**src/rtl/z80_bus_ctrl.sv**
```systemverilog
// Z80 bus-pin slave: turns strobes into one req/ack transaction per CPU cycle; WAIT_L held from
// detection until ack, so there are always >=2 wait clocks; INTA answered directly. BUS_TIMEOUT_EN adds a sticky ack timeout.
module z80_bus_ctrl #(
  parameter logic [7:0] IM_VECTOR      = 8'hFF,
  parameter int         TIMEOUT_CYCLES = 64
) (
  input  logic        clk,
  input  logic        rst,
  input  logic [15:0] addr_bus,
  input  logic [7:0]  data_in,
  output logic [7:0]  data_out,
  output logic        data_oe,
  input  logic        MREQ_L,
  input  logic        IORQ_L,
  input  logic        RD_L,
  input  logic        WR_L,
  input  logic        M1_L,
  input  logic        RFSH_L,
  output logic        WAIT_L,
  output logic        mem_req,
  output logic        mem_we,
  output logic [15:0] mem_addr,
  output logic [7:0]  mem_wdata,
  input  logic [7:0]  mem_rdata,
  input  logic        mem_ack,
  output logic        io_req,
  output logic        io_we,
  output logic [7:0]  io_port,
  output logic [7:0]  io_wdata,
  input  logic [7:0]  io_rdata,
  input  logic        io_ack,
  output logic        bus_err
);

  typedef enum logic [1:0] {IDLE = 2'd0, REQ = 2'd1, DONE = 2'd2} state_t;

  state_t      state_q;
  logic        is_mem_q, is_rd_q, inta_q;
  logic        mem_req_q, mem_we_q, io_req_q, io_we_q;
  logic [15:0] mem_addr_q;
  logic [7:0]  mem_wdata_q, io_port_q, io_wdata_q, data_out_q;

  logic start_w, inta_w, strobes_off_w, ack_w, done_exit_w;

  assign start_w       = (~MREQ_L | ~IORQ_L) & (~RD_L | ~WR_L) & RFSH_L;
  assign inta_w        = ~M1_L & ~IORQ_L;
  assign strobes_off_w = (RD_L & WR_L) | (MREQ_L & IORQ_L);
  assign ack_w         = is_mem_q ? mem_ack : io_ack;
  // INTA carries no RD_L/WR_L, so it is held only by IORQ_L/M1_L
  assign done_exit_w   = inta_q ? (IORQ_L | M1_L) : strobes_off_w;

`ifdef BUS_TIMEOUT_EN
  localparam int TW = $clog2(TIMEOUT_CYCLES + 1);
  logic [TW-1:0] tmo_q;
  logic          bus_err_q;
  assign bus_err = bus_err_q;
`else
  localparam int unused_tmo = TIMEOUT_CYCLES;
  assign bus_err = 1'b0;
`endif

  always_ff @(posedge clk) begin
    if (rst) begin
      state_q     <= IDLE;
      is_mem_q    <= 1'b0;
      is_rd_q     <= 1'b0;
      inta_q      <= 1'b0;
      mem_req_q   <= 1'b0;
      mem_we_q    <= 1'b0;
      io_req_q    <= 1'b0;
      io_we_q     <= 1'b0;
      mem_addr_q  <= 16'h0000;
      mem_wdata_q <= 8'h00;
      io_port_q   <= 8'h00;
      io_wdata_q  <= 8'h00;
      data_out_q  <= 8'h00;
`ifdef BUS_TIMEOUT_EN
      tmo_q       <= '0;
      bus_err_q   <= 1'b0;
`endif
    end else begin
      case (state_q)
        IDLE: begin
          if (inta_w) begin
            inta_q     <= 1'b1;
            is_rd_q    <= 1'b1;
            data_out_q <= IM_VECTOR;
            state_q    <= DONE;
          end else if (start_w) begin
            inta_q   <= 1'b0;
            is_rd_q  <= ~RD_L;
            is_mem_q <= ~MREQ_L;
            if (~MREQ_L) begin
              mem_req_q   <= 1'b1;
              mem_we_q    <= RD_L;
              mem_addr_q  <= addr_bus;
              mem_wdata_q <= data_in;
            end else begin
              io_req_q   <= 1'b1;
              io_we_q    <= RD_L;
              io_port_q  <= addr_bus[7:0];
              io_wdata_q <= data_in;
            end
`ifdef BUS_TIMEOUT_EN
            tmo_q <= '0;
`endif
            state_q <= REQ;
          end
        end
        REQ: begin
          if (ack_w) begin
            mem_req_q <= 1'b0;
            io_req_q  <= 1'b0;
            if (is_rd_q) data_out_q <= is_mem_q ? mem_rdata : io_rdata;
            state_q   <= DONE;
          end else if (strobes_off_w) begin
            mem_req_q <= 1'b0;
            io_req_q  <= 1'b0;
            state_q   <= IDLE;
          end
`ifdef BUS_TIMEOUT_EN
          else if (tmo_q == TW'(TIMEOUT_CYCLES - 1)) begin
            mem_req_q  <= 1'b0;
            io_req_q   <= 1'b0;
            bus_err_q  <= 1'b1;
            data_out_q <= 8'hFF;
            state_q    <= DONE;
          end else begin
            tmo_q <= tmo_q + TW'(1);
          end
`endif
        end
        DONE: begin
          if (done_exit_w) state_q <= IDLE;
        end
        default: state_q <= IDLE;
      endcase
    end
  end

  // Detection-cycle wait is combinational so the CPU samples it in the same T-state
  assign WAIT_L    = ~(~rst & ((state_q == REQ) | ((state_q == IDLE) & start_w & ~inta_w)));
  assign data_oe   = ~rst & (state_q == DONE) & is_rd_q & (inta_q ? ~IORQ_L : ~RD_L);
  assign data_out  = data_out_q;
  assign mem_req   = mem_req_q;
  assign mem_we    = mem_we_q;
  assign mem_addr  = mem_addr_q;
  assign mem_wdata = mem_wdata_q;
  assign io_req    = io_req_q;
  assign io_we     = io_we_q;
  assign io_port   = io_port_q;
  assign io_wdata  = io_wdata_q;

endmodule

```
**config.mk**
```make
export PLATFORM = sky130hd
export DESIGN_NAME = z80_bus_ctrl
export DESIGN_NICKNAME = d
export VERILOG_FILES = /design/src/rtl/z80_bus_ctrl.sv
export SDC_FILE = /design/constraint.sdc
export NUM_CORES = 1
export LEC_CHECK = 0
export BUFFER_PORTS_ARGS = -buffer_cell sky130_fd_sc_hd__buf_2
export CORE_ASPECT_RATIO = 1.2
export CORE_MARGIN = 2
export CORE_UTILIZATION = 35
export DETAILED_ROUTE_END_ITERATION = 7
export SYNTH_ARGS = -nofsm -noshare
export SYNTH_HDL_FRONTEND = slang
export SYNTH_SLANG_ARGS = --single-unit
export TNS_END_PERCENT = 100
```
**constraint.sdc**
```tcl
create_clock -name clk -period 2.3 [get_ports clk]
set_input_delay 0.23 -clock clk [delete_from_list [all_inputs] [get_ports clk]]
set_output_delay 0.23 -clock clk [all_outputs]
set_load 0.005 [all_outputs]
```
**After elaboration in Yosys (flattened, before gate mapping)**

Cells that the tools add are included.

- Flip-flop bits (word level): 57
- Input bits: 50
- Output and inout port bits: 55
- Word-level logic and storage cells: 88

- Eq/ne operators: 12
- Mux-type cells: 28
- Bitwise operators: 24
- Reductions and logical operators: 11

Operator list:

| cell | count |
|---|---|
| $mux 8 | 4 |
| $ne 2x2->1 const B | 8 |
| $pmux 8 s2 | 1 |
| $mux 1 | 15 |
| $reduce_and 4->1 | 3 |
| $and 1x1->1 | 11 |
| $mux 2 | 5 |
| $reduce_and 5->1 | 2 |
| $not 1->1 | 8 |
| $ne 3x3->1 const B | 2 |
| $pmux 2 s3 | 1 |
| $reduce_and 3->1 | 2 |
| $or 1x1->1 | 5 |
| $pmux 1 s2 | 2 |
| $reduce_bool 2->1 | 2 |
| $eq 2x1->1 const B | 1 |
| $eq 2x2->1 const B | 1 |
| $logic_not 2->1 | 1 |
| $reduce_and 2->1 | 1 |

**Longest topological paths before layout**

Gate-level depths: netlist of run 1.

- Depth in word-level cells: 9
- Mapped depth: 6
- Depth with buffers taken out: 4

**Worst setup path before layout of run 1**

No wires, ideal clock.

- Path kind: flip-flop to flip-flop
- Start point: register state_q[1]
- End point: register io_port_q[0], in the netlist io_port[0]
- Setup time: 0.132 ns
- Arrival time: 1.485 ns
- Data required time: 2.168 ns
- Slack: 0.683 ns
- Stages on the path, launching flop included: 7
- Buffers on the path: 2
- Clock period less this slack: 1.617 ns
- Cell sequence: dfxtp_1 -> or3b_4 -> or3_1 -> buf_6 -> buf_6 -> nand2_1 -> a21oi_1

- Word-level cells in the longest chain between the ends: 2

Ends and longest elaborated chain:

| element | RTL line | text |
|---|---|---|
| start: declaration | 37 | `state_t state_q;` |
| start signal: assignment | 64 | `state_q <= IDLE;` |
| start signal: assignment | 88 | `state_q <= DONE;` |
| start signal: assignment | 107 | `state_q <= REQ;` |
| $logic_not 2->1 | 82 | `case (state_q)` |
| $reduce_and 4->1 (no line) | -- |  |
| end signal: assignment | 101 | `io_port_q <= addr_bus[7:0];` |
| end: declaration | 41 | `logic [7:0] mem_wdata_q, io_port_q, io_wdata_q, data_out_q;` |

No other way between the ends.
A chain may end at the register's enable or synchronous reset.

**Worst setup path in the final report of run 1**

- Start point: register state_q[1]
- End point: register io_port_q[7], in the netlist io_port[7]

The elaborated chain is that of the path after synthesis.

==> impl_results.md, run 1 <==
* Status: finished clean
* Worst slack at placement at 514 ps
* Required time of the worst setup path at 2500 ps
* Cells after synthesis at 268
* Compound-gate portion of the synthesized area at 18.5%
* # rows at 31
* Most frequent cell after synthesis: nand2_1
* Worst vdd ir at 406 uV
* Sw frac at 24.9%
* Worst setup SP type: flop
* Sequential area share after synthesis at 51.1%
* Overflow after GRT at 0
* CTS tree: built
* Maximum clock rate at 0.555 GHz
* Worst-path clk slew at 70 ps
* Simple-gate share of the synthesized area at 19.7%
* Vias in the first global route at 2067
* Asr flop ratio synth at 0%
* Initial antenna violation count at 0
* EDFF count, synth at 0
* Combinational family with the most area after synthesis: simple AND/OR/NAND/NOR gates
* Combinational fraction of design power at 12.1%
* Synth Area per Inst at 8.33 sq um
* Min Clock Period, post-route at 1800 ps
* Cell Int Power at 1690 uW
* Final worst-path cycle share at 78.3%
* WS Path Type: reg2reg
* Die X at 76.9 um
* RSZ-0062 raised after global routing: no
* Fin Clk Skew at 13.5 ps
* Setup crit end kind: flop
* Core Region at 6090 sq um
* P_leak at 0.00134 uW
* Routed vias/inst at 4.63
* Power Density at 747 nW/um^2
* Synth Area in XOR/XNOR at 0%
* Commonest cells post-synth: 88 x nand2_1, 57 x dfxtp_1, 49 x a21oi_1
* GP Congestion at 0.751
* Synth Area in Adders at 0%
* Netlist cell types at 35
* Largest net degree at the start of global routing at 21
* CTS Buf Count at 9
* Final Setup Violations at 0
* Final WS setup at 498 ps
* Mapped Area at 2230 sq um
* Worst-path fanout max at 17
* Post-synth top area share at 51.1%
* Hpwl dp at 4300 um
* Drt initial violations at 114
* Die ar. at 7040 sq um
* Final net count at 423
* Die Y at 91.5 um
* WP data arrival at 2000 ps
* Max stage delay on crit path at 630 ps
* Post-synthesis register bit count at 57
* Slew Viols, Final at 0
* Final setup TNS at 0 ps
* Leading area contributor after synthesis: dfxtp_1
* Yosys Warn Count at 0
* Final Hold Vio Count at 0
* Predominant post-synthesis flop cell: dfxtp_1
* Starting density of the core at 36.7%
* Worst Hold Class: in2reg
* Fill cell count at 624
* Clk sink count at 57
* Clock share of power at 40.6%
* Total Power at 2250 uW
* Worst-Skew Late Latency at 330 ps
* Post-route ant nets at 0
* Antenna diode count at 0
* Vias post-DR at 2130
* # resized after CTS at 0
* Rel. slew slack at 60.5%
* H-Tree Depth at 3
* Cts hold-fix bufs at 0
* P_sw at 559 uW
* # IOs at 105
* Drt total wl at 5840 um
* Synthesis-to-layout area growth at 34.7%
* GRT Total Usage at 17.3%
* Buffers on Ports at 103
* CP max-delay cell: or3_1
* Ranking of synthesized cells by area: dfxtp_1 51%, nand2_1 15%, a21oi_1 11%, mux2i_1 4.0%, a221oi_1 3.1%
* Drt pass-1 iters at 4
* Layout cells sized above 1 at 34.7%
* Wirelength per Cell at 12.7 um
* First-pass GRT wire length at 9670 um
* Mux cell area share after synthesis at 4.54%
* Flop pwr share at 47.3%
* Bufs on Longest Clock Path at 2
* CTS Root Cell: clkbuf_8
* Post-route DRC at 0
* Syn Nets at 318
* Max Cap Viol at 0
* Crit-path cells: or3b_4, or3_1, nand2_1, a21oi_1
* Post-CTS setup buffer count at 0
* Slew at the pin with the worst max-slew slack at 593 ps
[power by group through the flow]
stage	logic [uW]	clock network [uW]	registers, uW
6_report	272	913	1060
3_5_place_dp	276	0	1080
4_1_cts	277	944	1060
3_3_place_gp	273	0	1080
5_1_grt	306	984	1070
2_1_floorplan	150	0	1090
[kinds of logic after synthesis]
family | after synthesis
other | 1
DFF | 57
AOI/OAI and AO/OA | 70
buffers and inverters | 26
muxes | 10
and+or+nand+nor | 104
[worst paths after layout]
| path | start | endpoint | slack (ps) | cells past startpoint |
|---|---|---|---|---|
| setup reg to reg | state_q[1] | io_port[7] | 500 | 4 |
| hold / removal | addr_bus[12] | mem_addr[12] | 140 | 3 |
| hold reg to reg | io_wdata[1] | io_wdata[1] | 450 | 2 |
| setup / recovery | state_q[1] | io_port[7] | 500 | 4 |
[placed cells by master (no fill, tap or decap)]
cell	Yosys	final
and3_1	1	1
nor3_1	2	2
a21o_1	2	2
o21ba_2	1	1
inv_1	9	9
nand2_1	88	88
a221oi_1	8	8
o21ai_0	2	2
clkinvlp_4	0	2
buf_4	2	8
nand3_1	2	2
o21a_1	2	2
mux2i_1	9	9
nor2_1	2	2
clkbuf_8	0	10
or3_1	1	1
and2_1	1	1
a211oi_1	1	1
a311oi_1	1	1
clkinv_2	0	2
bufinv_16	0	1
o21bai_1	1	1
and3b_1	1	1
a21oi_2	1	1
nor4_1	1	1
conb_1	1	1
dfxtp_1	57	57
or3b_4	1	1
nor3b_1	1	1
clkbuf_1	8	1
a22o_1	1	1
a22oi_1	1	1
nor2b_1	1	1
buf_2	4	103
and2b_1	1	1
a21oi_1	49	49
mux2_2	1	1
nor3_4	1	1
[state kept, by name, indices dropped and copies added (netlist names)]
name,count
state_q,2
mem_addr,16
io_we,1
mem_req,1
data_out,8
inta_q,1
io_port,8
io_wdata,8
is_rd_q,1
mem_wdata,8
io_req,1
mem_we,1
is_mem_q,1
[worst max-delay path, delay by kind of cell (launching register included)]
| family | cells | cell delay [ps] |
|---|---|---|
| AOI/OAI and AO/OA | 1 | 70 |
| DFF | 1 | 370 |
| and+or+nand+nor | 3 | 1240 |
[final cells by class]
type	count	area (sq um)	area share [%]
Clock buffer	11	141	4.70
Timing Repair Buffer	111	576	19.1
Inverter	9	33.8	1.12
Tap cell	82	103	3.41
Sequential cell	57	1140	37.9
Clock inverter	5	55.1	1.83
Multi-Input combinational cell	185	960	31.9
[through the flow]
stage | hold slack (ps) | cell area [sq um] | std cells | utilization (%)
2_1_floorplan | 340 | 2230 | 268 | -
3_3_place_gp | 439 | 2810 | 444 | 46.2
3_5_place_dp | 444 | 2810 | 444 | 46.2
4_1_cts | 119 | 3010 | 460 | 49.4
5_1_grt | 115 | 3010 | 460 | 49.4
6_report | 140 | 3010 | 460 | 49.4
[layer usage]
metal	part of all wire [%]	track usage, %	routed length [um]	vias up
li1	-	-	-	1106
met1	44	20.5	2590	937
met2	46	28.4	2700	82
met3	9.0	6.16	524	5
met4	0.58	7.27	34	0
met5	0	0	0	-
(Power assumes the default switching activity.)
==> run 2: changes to the inputs <==
Clock period 2.3 ns to 1.89 ns, I/O delays scaled along.
==> impl_results.md, run 2 (synthesis results as in run 1) <==
* Power Density at 1020 nW/um^2 (+37%)
* R2R Path Start: state_q[1]
* Final core utilization at 51.2% (+1.8 points)
* Core Region at 6090 sq um (unchanged)
* Flop-to-flop setup slack at 260 ps (-240 ps)
* Drt initial violations at 74 (-35%)
* First-pass GRT wire length at 9460 um (-2.1%)
* Max stage delay on crit path at 330 ps (-300 ps)
* Final worst-path cycle share at 91.5%
* WS Path Type: reg2out
* Finished Layout Cells at 463 (+0.65%)
* Placed Cells at 447 (+0.68%)
* Starting density of the core at 36.7% (unchanged)
* Wirelength per Cell at 12.4 um (-2.1%)
* Non-Filler Cell Area, Final at 3120 sq um (+3.6%)
* Vias in the first global route at 2089 (+1.1%)
* Worst vdd ir at 605 uV (+49%)
* Hold depth at 3 (unchanged)
* GP Congestion at 0.771 (+2.6%)
* Slew at the pin with the worst max-slew slack at 552 ps (-41.1 ps)
* Post-route ant nets at 0 (unchanged)
* Worst-path clk slew at 70 ps (about the same)
* Drt total wl at 5760 um (-1.4%)
* H-Tree Depth at 3 (unchanged)
* Required time of the worst setup path at 1700 ps (-800 ps)
* Final Hold Vio Count at 0 (unchanged)
* Reg2Reg Depth at 5 (+1)
* P_leak at 0.00140 uW (+4.6%)
* Buffers on Ports at 103 (unchanged)
* CTS Root Cell: clkbuf_8
* Overflow after GRT at 0 (unchanged)
* Initial antenna violation count at 0 (unchanged)
* Bufs on Longest Clock Path at 2 (unchanged)
* Final setup TNS at 0 ps (unchanged)
* Fin Clk Skew at 5.53 ps (-7.93 ps)
* Final net count at 426 (+0.71%)
* Min Clock Period, post-route at 1730 ps
* Max reg flops at 16 (unchanged)
* RSZ-0062 raised after global routing: no
* Top Metal Used: met4
* Synthesis-to-layout area growth at 39.6%
* Worst-Skew Late Latency at 330 ps (about the same)
* Vias post-DR at 2176 (+2.2%)
* CP max-delay cell: nor3_1
* Worst-path fanout max at 7 (-10)
* WP data arrival at 1540 ps (-460 ps)
* Final Setup Violations at 0 (unchanged)
* Critical R2R Capture: data_out[6]
* Worst Setup SP: state_q[1]
* Die X at 76.9 um (unchanged)
* Layout cells sized above 1 at 35.7% (+1.0 points)
* # rows at 31 (unchanged)
* Die Y at 91.5 um (unchanged)
* Commonest cells after routing, fill and taps aside: 103 x buf_2, 88 x nand2_1, 57 x dfxtp_1, 49 x a21oi_1
* Rel. slew slack at 63.2% (+2.7 points)
* CTS Buf Count at 9 (unchanged)
* Clk sink count at 57 (unchanged)
* Post-route DRC at 0 (unchanged)
* Status: finished clean
* CP Buf/Inv Count at 2 (+2)
* Commonest non-fill, non-tap cell in the layout: buf_2
* Critical path endpoint: WAIT_L
* Wire length on met2 at 2690 um (-0.30%)
* WL met1 at 2470 um (-4.8%)
* Max Cap Viol at 0 (unchanged)
* Worst setup SP type: flop
* Crit-path cells: buf_4, nor3_1, nand2_1, a21o_1, buf_2
* Crit-path leading delay family: simple AND/OR/NAND/NOR gates
* Fill cell count at 627 (+0.48%)
* Maximum clock rate at 0.578 GHz
* Antenna diode count at 0 (unchanged)
* Largest net degree at the start of global routing at 28 (+33%)
* Slew Viols, Final at 0 (unchanged)
* Die ar. at 7040 sq um (unchanged)
* Post-DP Area at 2840 sq um (+0.80%)
* GRT Total Usage at 17.0% (-0.29 points)
* Hpwl dp at 4180 um (-3.0%)
* Routed vias/inst at 4.70 (+1.5%)
* # IOs at 105 (unchanged)
* Worst Hold Class: in2reg
* Drt pass-1 iters at 5 (+1)
* Critical path depth at 5 (+1)
* CTS tree: built
* Setup crit end kind: primary output
* Post-CTS setup buffer count at 0 (unchanged)
* Wire length on met3 at 539 um (+2.9%)
## run 2: changes by cell type in the layout (fill, tap and decap cells not counted)
cell,delta
buf_4,+3
clkbuf_1,-1
or3_1,-1
bufinv_16,+3
clkinvlp_4,-2
clkinv_2,-1
or3_4,+1
clkbuf_8,+1
## run 2: timing repair
item / in CTS / in global routing
hold buffers: 0 / 0
resized for setup: 0 / 1
setup endpoints to repair: 0 / 9
## run 2: final cells by class
cell class                      instances  area, sq um  share of cell area (%)
Tap cell                               82          103                    3.29
Multi-Input combinational cell        185          965                    31.0
Sequential cell                        57         1140                    36.6
Clock inverter                          5          125                    4.01
Inverter                                9         33.8                    1.08
Clock buffer                           11          151                    4.86
Timing Repair Buffer                  114          598                    19.2
## run 2: report_power, final
part / internal (uW) / leakage, uW / switching [uW]
clock: 1080 / 0.000140 / 483
sequential: 1260 / 0.000464 / 29.9
combinational: 162 / 0.000799 / 181
total: 2500 / 0.00140 / 694
## run 2: per-stage QoR
stage | hold WS, ps | total power (uW) | setup slack [ps]
global route | 62.6 | 3330 | 32.9
global placement | 429 | 1660 | 145
finish | 83.0 | 3190 | 160
floorplan | 299 | 1500 | 273
CTS | 62.9 | 3240 | 95.2
detailed placement | 435 | 1660 | 107
## run 2: tightest hold or removal path, stage by stage
cell and delay, ps:
buf_2 90, nand2_1 40, a21oi_1 50
## run 2: worst min path at each step
stage                      start            to  slack [ps]
finish              addr_bus[12]  mem_addr[12]          80
global route         addr_bus[9]   mem_addr[9]          60
CTS                  addr_bus[9]   mem_addr[9]          60
detailed placement  addr_bus[12]  mem_addr[12]         430
global placement    addr_bus[13]  mem_addr[13]         430
floorplan                   RD_L       is_rd_q         300
## run 2: routing by layer
metal  GRT usage (%)  vias to the layer above
met5               0                        -
met4            6.36                        0
met3            8.85                       10
met2            28.1                       82
met1            18.5                      972
li1                -                     1112
==> run 3: changes to the inputs <==
==> constraint.sdc (replaced) <==
create_clock -name clk -period 1.89 [get_ports clk]
set_input_delay 0.378 -clock clk [delete_from_list [all_inputs] [get_ports clk]]
set_output_delay 0.378 -clock clk [all_outputs]
set_load 0.005 [all_outputs]
==> impl_results.md, run 3 (synthesis results as in run 1) <==
* Power Density at 870 nW/um^2 (-15%)
* Drt total wl at 5860 um (+1.7%)
* Overflow after GRT at 0 (unchanged)
* Maximum clock rate at 0.568 GHz (-1.7%)
* Commonest non-fill, non-tap cell in the layout: buf_2
* CTS tree: built
* Worst-path fanout max at 8 (+1)
* Worst Hold Class: in2reg
* Starting density of the core at 36.7% (unchanged)
* Slew Viols, Final at 0 (unchanged)
* Clk sink count at 57 (unchanged)
* Drt initial violations at 57 (-23%)
* Cts hold-fix bufs at 0 (unchanged)
* H-Tree Depth at 3 (unchanged)
* Final setup TNS at 0 ps (unchanged)
* Sw frac at 25.2% (+3.5 points)
* Final Hold Vio Count at 0 (unchanged)
* Buffers on Ports at 103 (unchanged)
* GRT Total Usage at 17.3% (+0.21 points)
* Routed vias/inst at 4.65 (-1.1%)
* Worst vdd ir at 396 uV (-35%)
* Layout cells sized above 1 at 35.2% (-0.52 points)
* Hpwl dp at 4230 um (+1.4%)
* Worst-Skew Late Latency at 320 ps (about the same)
* Bufs on Longest Clock Path at 2 (unchanged)
* Status: finished clean
* Antenna diode count at 0 (unchanged)
* Die Y at 91.5 um (unchanged)
* Final Setup Violations at 0 (unchanged)
* Drt pass-1 iters at 4 (-1)
* GP Congestion at 0.755 (-2.0%)
* Clock share of power at 37.8% (-11 points)
* Required time of the worst setup path at 1510 ps (-190 ps)
* Vias post-DR at 2153 (-1.1%)
* Synthesis-to-layout area growth at 35.0%
* Combinational fraction of design power at 12.9% (+2.2 points)
* Post-route DRC at 0 (unchanged)
* Flop pwr share at 49.3% (+8.9 points)
* CTS Buf Count at 9 (unchanged)
* Wirelength per Cell at 12.6 um (+1.7%)
* Fin Clk Skew at 6.49 ps (+0.964 ps)
* # resized after CTS at 0 (unchanged)
* RSZ-0062 raised after global routing: no
* Core Region at 6090 sq um (unchanged)
* WS Path Type: reg2out
* WP data arrival at 1380 ps (-160 ps)
* Final net count at 426 (unchanged)
* Post-CTS setup buffer count at 0 (unchanged)
* Largest net degree at the start of global routing at 43 (+54%)
* Post-route ant nets at 0 (unchanged)
* Hold_ws at 290 ps (+207 ps)
* Vias in the first global route at 2166 (+3.7%)
* Die X at 76.9 um (unchanged)
* Die ar. at 7040 sq um (unchanged)
* Cell Int Power at 1960 uW (-22%)
* Final worst-path cycle share at 93.1% (+1.6 points)
* Min Clock Period, post-route at 1760 ps (+29.4 ps)
* Worst setup SP type: flop
* Commonest cells after routing, fill and taps aside: 103 x buf_2, 88 x nand2_1, 57 x dfxtp_1, 49 x a21oi_1
* # IOs at 105 (unchanged)
* Max reg flops at 16 (unchanged)
* Max Cap Viol at 0 (unchanged)
* Setup crit end kind: primary output
* Worst-path clk slew at 60 ps (about the same)
* P_leak at 0.00136 uW (-3.3%)
* Initial antenna violation count at 0 (unchanged)
* CTS Root Cell: clkbuf_8
* First-pass GRT wire length at 9710 um (+2.6%)
* P_sw at 662 uW (-4.6%)
* # rows at 31 (unchanged)
==> run 3: cell types whose count changed in the layout (fill, tap and decap cells not counted), sizes merged <==
cell | previous run | this run
bufinv | 4 | 0
clkinv | 1 | 3
clkbuf | 11 | 13
==> run 3: critical path, cell delays in order (launching register included) <==
cell and delay, ps:
dfxtp_1 380, nor3_2 280, nand2_1 120, a21o_1 160, buf_2 120
==> run 3: metrics by stage <==
step / instances / power [uW] / cell area [sq um] / worst slack, ps / util, %
finish: 463 / 2620 / 3010 / 130 / 49.5
floorplan: 268 / 1500 / 2230 / 273 / -
global route: 463 / 2760 / 3010 / 27.0 / 49.5
detailed placement: 447 / 1660 / 2840 / 157 / 46.6
CTS: 463 / 2660 / 3010 / 30.5 / 49.4
global placement: 447 / 1660 / 2840 / 175 / 46.6
==> run 3: final timing paths <==
kind | to | cells after the start | start | slack (ps)
worst min-delay path | mem_addr[13] | 3 | addr_bus[13] | 290
worst max-delay path | WAIT_L | 4 | state_q[1] | 130
worst min register to register | mem_addr[9] | 2 | mem_addr[9] | 450
worst max register to register | io_port[7] | 5 | state_q[1] | 230
==> run 3: power groups by stage <==
stage	registers [uW]	clock network [uW]	logic, uW
floorplan	1320	0	183
global placement	1320	0	337
detailed placement	1320	0	341
CTS	1290	1020	342
global route	1300	1080	383
finish	1290	991	339
==> run 3: layout make-up <==
class                   instances  area, sq um
inverters                       9         33.8
fillers                       630         3080
clock inverters                 3         15.0
flip-flops and latches         57         1140
clock buffers                  13          159
repair buffers                114          598
multi-input cells             185          965
well taps                      82          103
==> run 3: routing by layer <==
metal,vias to the layer above,track usage [%],part of all wire [%]
li1,1114,-,-
met3,9,6.16,8.2
met5,-,0,0
met2,77,28.5,46
met4,0,7.27,1.3
met1,953,20.1,45
